<file path="config.mk">
export PLATFORM = sky130hd
export DESIGN_NAME = data_mem_ctrl
export DESIGN_NICKNAME = d
export VERILOG_FILES = /design/src/rtl/data_mem_ctrl_pkg.sv /design/src/rtl/data_mem_ctrl_lane_pick.sv /design/src/rtl/data_mem_ctrl.sv
export SDC_FILE = /design/constraint.sdc
export NUM_CORES = 1
export LEC_CHECK = 0
export CORE_MARGIN = 2
export CORE_UTILIZATION = 38
export DETAILED_ROUTE_END_ITERATION = 12
export HOLD_SLACK_MARGIN = 0.12
export PLACE_DENSITY = 0.71
export SLEW_MARGIN = 20
export SYNTH_ARGS = -nofsm -noshare
export SYNTH_HDL_FRONTEND = slang
export SYNTH_SLANG_ARGS = --single-unit
export TNS_END_PERCENT = 20
</file>
<file path="constraint.sdc">
create_clock -name clk -period 6.6 [get_ports clk]
set_clock_uncertainty 0.2 [all_clocks]
set_input_delay 0.66 -clock clk [delete_from_list [all_inputs] [get_ports clk]]
set_output_delay 0.66 -clock clk [all_outputs]
set_load 0.02 [all_outputs]
</file>
<file path="src/rtl/data_mem_ctrl_pkg.sv">
// Shared definitions for the data-side memory controller: FSM states,
// lane geometry and a byte-lane extraction helper.
package data_mem_ctrl_pkg;

  typedef enum logic [1:0] {
    ST_IDLE = 2'd0,
    ST_BUSY = 2'd1,
    ST_DONE = 2'd2
  } state_t;

  localparam int LANE_W = 8;
  localparam int LANES  = 4;

  function automatic logic [LANE_W-1:0] lane_byte(input logic [31:0] word,
                                                  input logic [1:0]  lane);
    return word[{lane, 3'b000} +: LANE_W];
  endfunction

endpackage

</file>
<file path="src/rtl/data_mem_ctrl_lane_pick.sv">
// Combinational priority picker: reports whether any lane is set in the mask
// and the index of the lowest set lane.
module data_mem_ctrl_lane_pick (
  input  logic [3:0] mask,
  output logic       found,
  output logic [1:0] lane
);

  always_comb begin
    found = |mask;
    lane  = 2'd0;
    // Scan downwards so the lowest set bit wins.
    for (int i = 3; i >= 0; i--) begin
      if (mask[i]) lane = 2'(i);
    end
  end

endmodule

</file>
<file path="src/rtl/data_mem_ctrl.sv">
// Data-side memory controller: serialises a word request from the MEM stage
// into byte transactions on a ready-handshaked RAM port, stalling until done.
module data_mem_ctrl #(
  parameter int RAM_AW  = 17,
  parameter int TIMEOUT = 0
) (
  input  logic              clk,
  input  logic              rst,
  input  logic              ce_i,
  input  logic              we_i,
  input  logic [31:0]       addr_i,
  input  logic [3:0]        sel_i,
  input  logic [31:0]       wdata_i,
  input  logic              hold_i,
  output logic [31:0]       rdata_o,
  output logic              stall_req,
  output logic              err_o,
  output logic [RAM_AW-1:0] ram_addr,
  output logic [7:0]        ram_dout,
  input  logic [7:0]        ram_din,
  output logic              ram_re,
  output logic              ram_we,
  input  logic              ram_ready
);
  import data_mem_ctrl_pkg::*;

  localparam int CNT_W = 16;

  state_t            state, state_next;
  logic [3:0]        mask, mask_next, mask_left, pick_src;
  logic [1:0]        lane, lane_next, pick_lane;
  logic              pick_found;
  logic [31:0]       acc, acc_next, rdata_next;
  logic [31:0]       wdata_lat, wdata_lat_next;
  logic [RAM_AW-3:0] base, base_next;
  logic              we_lat, we_lat_next;
  logic [CNT_W-1:0]  wait_cnt, wait_cnt_next;
  logic              err_next, re_next, wr_next, timed_out;
  logic [RAM_AW-1:0] ram_addr_next;
  logic [7:0]        ram_dout_next;
  logic              unused_addr_bits;

  assign unused_addr_bits = ^{addr_i[31:RAM_AW], addr_i[1:0]};

  // In IDLE the picker looks at the incoming request, otherwise at the pending mask.
  assign pick_src = (state == ST_IDLE) ? sel_i : mask;

  data_mem_ctrl_lane_pick u_lane_pick (
    .mask  (pick_src),
    .found (pick_found),
    .lane  (pick_lane)
  );

  assign mask_left = mask & ~(4'b0001 << lane);
  assign timed_out = (TIMEOUT > 0) && (ram_re || ram_we) && !ram_ready &&
                     (wait_cnt == CNT_W'(TIMEOUT - 1));
  assign stall_req = ce_i & (state != ST_DONE) & ~rst;

  always_comb begin
    state_next     = state;
    mask_next      = mask;
    lane_next      = lane;
    acc_next       = acc;
    rdata_next     = rdata_o;
    wdata_lat_next = wdata_lat;
    base_next      = base;
    we_lat_next    = we_lat;
    wait_cnt_next  = wait_cnt;
    err_next       = err_o;
    re_next        = ram_re;
    wr_next        = ram_we;
    ram_addr_next  = ram_addr;
    ram_dout_next  = ram_dout;
    case (state)
      ST_IDLE: begin
        if (ce_i) begin
          base_next      = addr_i[RAM_AW-1:2];
          we_lat_next    = we_i;
          wdata_lat_next = wdata_i;
          mask_next      = sel_i;
          acc_next       = '0;
          wait_cnt_next  = '0;
          if (pick_found) begin
            state_next    = ST_BUSY;
            lane_next     = pick_lane;
            re_next       = ~we_i;
            wr_next       = we_i;
            ram_addr_next = {addr_i[RAM_AW-1:2], pick_lane};
            ram_dout_next = lane_byte(wdata_i, pick_lane);
          end else begin
            state_next = ST_DONE;
            rdata_next = acc_next;
          end
        end
      end
      ST_BUSY: begin
        if (ram_re || ram_we) begin
          if (ram_ready || timed_out) begin
            re_next       = 1'b0;
            wr_next       = 1'b0;
            wait_cnt_next = '0;
            mask_next     = mask_left;
            if (!we_lat) acc_next[{lane, 3'b000} +: LANE_W] = ram_ready ? ram_din : 8'hFF;
            if (!ram_ready) err_next = 1'b1;
            if (mask_left == 4'b0000) begin
              state_next = ST_DONE;
              rdata_next = acc_next;
            end
          end else begin
            wait_cnt_next = wait_cnt + CNT_W'(1);
          end
        end else begin
          // Gap cycle between bytes: launch the next pending lane.
          lane_next     = pick_lane;
          re_next       = ~we_lat;
          wr_next       = we_lat;
          ram_addr_next = {base, pick_lane};
          ram_dout_next = lane_byte(wdata_lat, pick_lane);
        end
      end
      ST_DONE: begin
        if (!hold_i) state_next = ST_IDLE;
      end
      default: state_next = ST_IDLE;
    endcase
  end

  always_ff @(posedge clk or posedge rst) begin
    if (rst) begin
      state     <= ST_IDLE;
      mask      <= '0;
      lane      <= '0;
      acc       <= '0;
      rdata_o   <= '0;
      wdata_lat <= '0;
      base      <= '0;
      we_lat    <= 1'b0;
      wait_cnt  <= '0;
      err_o     <= 1'b0;
      ram_re    <= 1'b0;
      ram_we    <= 1'b0;
      ram_addr  <= '0;
      ram_dout  <= '0;
    end else begin
      state     <= state_next;
      mask      <= mask_next;
      lane      <= lane_next;
      acc       <= acc_next;
      rdata_o   <= rdata_next;
      wdata_lat <= wdata_lat_next;
      base      <= base_next;
      we_lat    <= we_lat_next;
      wait_cnt  <= wait_cnt_next;
      err_o     <= err_next;
      ram_re    <= re_next;
      ram_we    <= wr_next;
      ram_addr  <= ram_addr_next;
      ram_dout  <= ram_dout_next;
    end
  end

endmodule

</file>
# --- Word level (Yosys, flattened, before mapping) ---
# Cells that the tools add are included.
word_totals:
  wordCells: 98
  inputBits: 82
  regBits: 147
classes:
  muxes: 50
  eq_ne: 12
  bitwise_logic: 7
  n_shift: 5
  addsub: 1
  n_reduce_logical: 11
ops:
  columns: ["cell", "n"]
  rows:
  - ["2-to-1 mux 32 bit", 9]
  - ["case mux 32 bit (2 select lines)", 2]
  - ["variable part select 32 x 6 -> 8 bit", 2]
  - ["2-to-1 mux 17 bit", 3]
  - ["case mux 17 bit (2 select lines)", 1]
  - ["bitwise mux 32 bit", 1]
  - ["2-to-1 mux 8 bit", 4]
  - ["variable shift 8 x 7 -> 32 bit (first input constant)", 1]
  - ["variable part select 8 x 7 -> 32 bit", 1]
  - ["2-to-1 mux 2 bit", 13]
  - ["inequality test 2 bit (second input constant)", 9]
  - ["2-to-1 mux 4 bit", 4]
  - ["case mux 8 bit (2 select lines)", 1]
  - ["AND reduction 4 bit", 3]
  - ["case mux 4 bit (2 select lines)", 1]
  - ["2-to-1 mux 1 bit", 7]
  - ["negation 5 -> 7 bit", 1]
  - ["case mux 2 bit (3 select lines)", 1]
  - ["AND reduction 6 bit", 1]
  - ["AND reduction 5 bit", 1]
  - ["bitwise AND 4 bit", 1]
  - ["zero test 4 bit", 1]
  - ["inverter 4 bit", 1]
  - ["case mux 1 bit (2 select lines)", 2]
  - ["other kinds (12)", 15]

# --- Longest topological paths before layout ---
depth:
  ltp_word: 10
  mapped_depth: 8

# --- Hierarchy ---
# A second synthesis with hierarchy kept.
unflattened:
  hier_cells: 587
  hier_area_um2: 7179.4
by_module_without_submodules:
  columns: ["mod", "instances", "cells_per_inst", "area_per_inst_um2", "seq_area_each_um2"]
  rows:
  - ["data_mem_ctrl", 1, 580, 7144.4, 3628.5]
  - ["data_mem_ctrl_lane_pick", 1, 7, 35.0, 0.0]

# --- Worst setup path before layout ---
# No wires, ideal clock.
synth_timing:
  kind: "input -> output"
  startpoint: "input port rst"
  endpoint: "output port stall_req"
  required_time_ns: 5.740
  path_buffers: 0
  arrival_time_ns: 4.276
  stages: 2
  path_slack_ns: 1.464
  path_cell_list: "inv_1 and3_1"
synth_via:
  elab_chain_cells: 2
synth_lines:
  columns: ["item", "line", "source"]
  rows:
  - ["start, declared", "data_mem_ctrl.sv:8", "input logic rst,"]
  - ["inverter 1 bit", "data_mem_ctrl.sv:57", "assign stall_req = ce_i & (state != ST_DONE) & ~rst;"]
  - ["bitwise AND 1 bit", "data_mem_ctrl.sv:57", null]
  - ["end, declared", "data_mem_ctrl.sv:16", "output logic stall_req,"]
# Every way passes these cells.

# --- Worst setup path after layout ---
# Ends and elaborated chain as after synthesis.

==> out/qor.yml <==
status:
  status: "finished clean"
global_routing:
  grtUsageTotal_pct: 18.1
  antenna_found_initial: 0
  grt_pass1_wl_um: 28000
  grt_pass1_vias: 5261
  grt_max_degree: 83
  grt_overflow_total: 0
routing:
  antenna_left: 0
  wl_um: 17200
  drc_errors: 0
  viasPerCell: 5.39
  wl_per_cell_um: 17.7
  vias: 5247
  firstDrtPassIters: 5
  drt_iter0_markers: 406
timing:
  finalCritPeriodShare_pct: 48.5
  max_slew_margin_pct: 37.2
  hold_violations: 0
  maxClockFrequency_mhz: 312
  rsz0062_at_grt: "false"
  setup_tns_ns: 0
  setup_viol: 0
  worst_pin_slew_ns: 0.942
  drv_slew: 0
  setup_ws_ns: 3.40
  period_needed_ns: 3.20
yosys:
  yosysTopAreaCellShare_pct: 51.5
  synth_fp_nets: 717
  synth_area_leaders: "dfrtp_1 (51%), mux2_2 (13%), nand2_1 (4.2%), a22oi_1 (3.5%), o31ai_1 (3.5%)"
  synth_seq_cells: 145
  ys_top_cells_by_count: "dfrtp_1 (145), mux2_2 (80), nand2_1 (79), nor2_1 (41)"
  synth-edff-count: 0
  netlist_area_um2: 7050
  syn_area_per_cell_um2: 11.2
  synth-simple-area-share_pct: 11.9
  synth_most_common_cell: "dfrtp_1"
  yosysSeqAreaShare_pct: 51.5
  synth_cells: 627
  async_flop_share_pct: 100
  yosysWarningCount: 0
  synthXorXnorAreaFrac_pct: 0
  synthMuxAreaShare_pct: 15.7
  synth_area_leader_cell: "dfrtp_1"
  ys.flop_type: "dfrtp_1"
  synth.distinct_cells: 51
  synth_fa_ha_area_share_pct: 1.42
  synth-compound-area-share_pct: 16.3
  synth_top_family_by_area: "compound AO/OA/AOI/OAI gates"
finish:
  fin_nets: 822
  area_growth_pct: 29.7
  drive_above_1_share_pct: 19.2
  antenna_cells: 0
  multiInputGateArea_um2: 3220
  stdcell_count: 974
  regArea_um2: 3630
  fillers: 1628
  post-route-util_pct: 50.5
clock_tree:
  postCtsSetupRepairBufs: 0
  cts-root-buf: "clkbuf_16"
  cts_hold_buf: 0
  cts_tree: "yes"
  htreeDepth: 4
  path_clk_slew_ns: 0.06
  cts.path.max_buffers: 2
  cts_resized: 0
  cts_buffers: 17
  worstSkewPairLatency_ns: 0.42
  cts.sinks: 145
setup_path:
  crit_path_max_fanout: 45
  startpoint_type: "input pin"
  crit_path_end_kind: "output port"
  worstPathRequired_ns: 5.74
  critPathArrivalTime_ns: 2.34
  critPathKind: "in2out"
power_and_ir_drop:
  power_density_nw_per_um2: 496
  p_leak_nw: 3.83
  vdd_drop_max_mv: 0.377
  power.total_w: 0.00453
die:
  die-area_um2: 19700
  core-area_um2: 18100
  die_w_um: 140
  die_h_um: 140
  placementRows: 49
  initial_core_util_pct: 39.0
  ios: 143
place:
  place.gp.congestion: 0.762
  post-place-ws_ns: 2.69
  placed_cells: 941
  dp_hpwl_um: 11300
  io_buffers: 124
run:
  cap_violations: 0
min_path:
  min_path_type: "reg2reg"
[routing by layer]
metal	part of all wire [%]	vias up	GRT usage [%]
li1	-	2496	-
met1	44	2590	23.1
met2	49	144	29.7
met3	6.6	17	5.33
met4	0.80	0	5.48
met5	0	-	0
[through the flow]
| step | hold WS (ns) | cell area [um^2] |
|---|---|---|
| 2_1_floorplan | 0.249 | 7050 |
| 3_3_place_gp | 0.259 | 8440 |
| 3_5_place_dp | 0.266 | 8440 |
| 4_1_cts | 0.279 | 9100 |
| 5_1_grt | 0.298 | 9140 |
| 6_report | 0.278 | 9140 |
[power breakdown]
part | switching, W | internal, W
Combinational | 0.00113 | 0.000894
Clock | 0.000383 | 0.000693
Sequential | 0.000222 | 0.00121
Total | 0.00173 | 0.00280
[area by class of cell]
class / instances / share of cell area (%)
Timing Repair Buffer: 132 / 14.5
Inverter: 4 / 0.219
Clock inverter: 12 / 2.23
Multi-Input combinational cell: 432 / 35.3
Sequential cell: 145 / 39.7
Clock buffer: 20 / 5.00
Tap cell: 229 / 3.14
[worst paths after layout]
check	from	end	slack (ns)	cells past startpoint
max	rst	stall_req	3.40	4
min	acc[24]$_DFFE_PP0P_	acc[24]$_DFFE_PP0P_	0.28	2
max reg2reg	state[0]$_DFFE_PP0P_	ram_dout[1]$_DFFE_PP0P_	3.62	5
min reg2reg	acc[24]$_DFFE_PP0P_	acc[24]$_DFFE_PP0P_	0.28	2
max in group asynchronous	rst	rdata_o[0]$_DFFE_PP0P_	4.45	3
min in group asynchronous	rst	rdata_o[3]$_DFFE_PP0P_	0.42	2
[flip-flops by register name (all words and copies together), names as in the netlist]
register	flops
base	15
state	2
ram_we	1
we_lat	1
ram_dout	8
mask	4
acc	32
rdata_o	32
wdata_lat	32
ram_re	1
ram_addr	17
[critical path, stage by stage]
cell and delay, ns:
clkdlybuf4s50_1 0.47, inv_6 0.33, and3_1 0.24, clkdlybuf4s50_1 0.60
[layout by cell type (no fill, tap or decap), types with 5 or more instances in the layout]
cell type and count:
nor2_1 41, a221oi_1 7, clkdlybuf4s50_1 124, o21ai_0 25, a221o_1 7, mux2_2 80, o31ai_1 33, clkbuf_16 17
nand2b_1 20, dfrtp_1 145, nand2_1 79, a31oi_1 7, buf_4 7, a21oi_1 6, and2_1 14, mux2i_1 18
bufinv_16 5, a311oi_1 7, a221oi_2 7, a22oi_1 33, ha_1 8
[cell families after synthesis]
family	after synthesis
AND/OR/NAND/NOR	174
AO/OA/AOI/OAI	149
flip-flops	145
multiplexers	100
buffers and inverters	50
adder cells (fa/ha/maj)	8
other	1
Note: power is estimated with default switching activity, not from simulation.
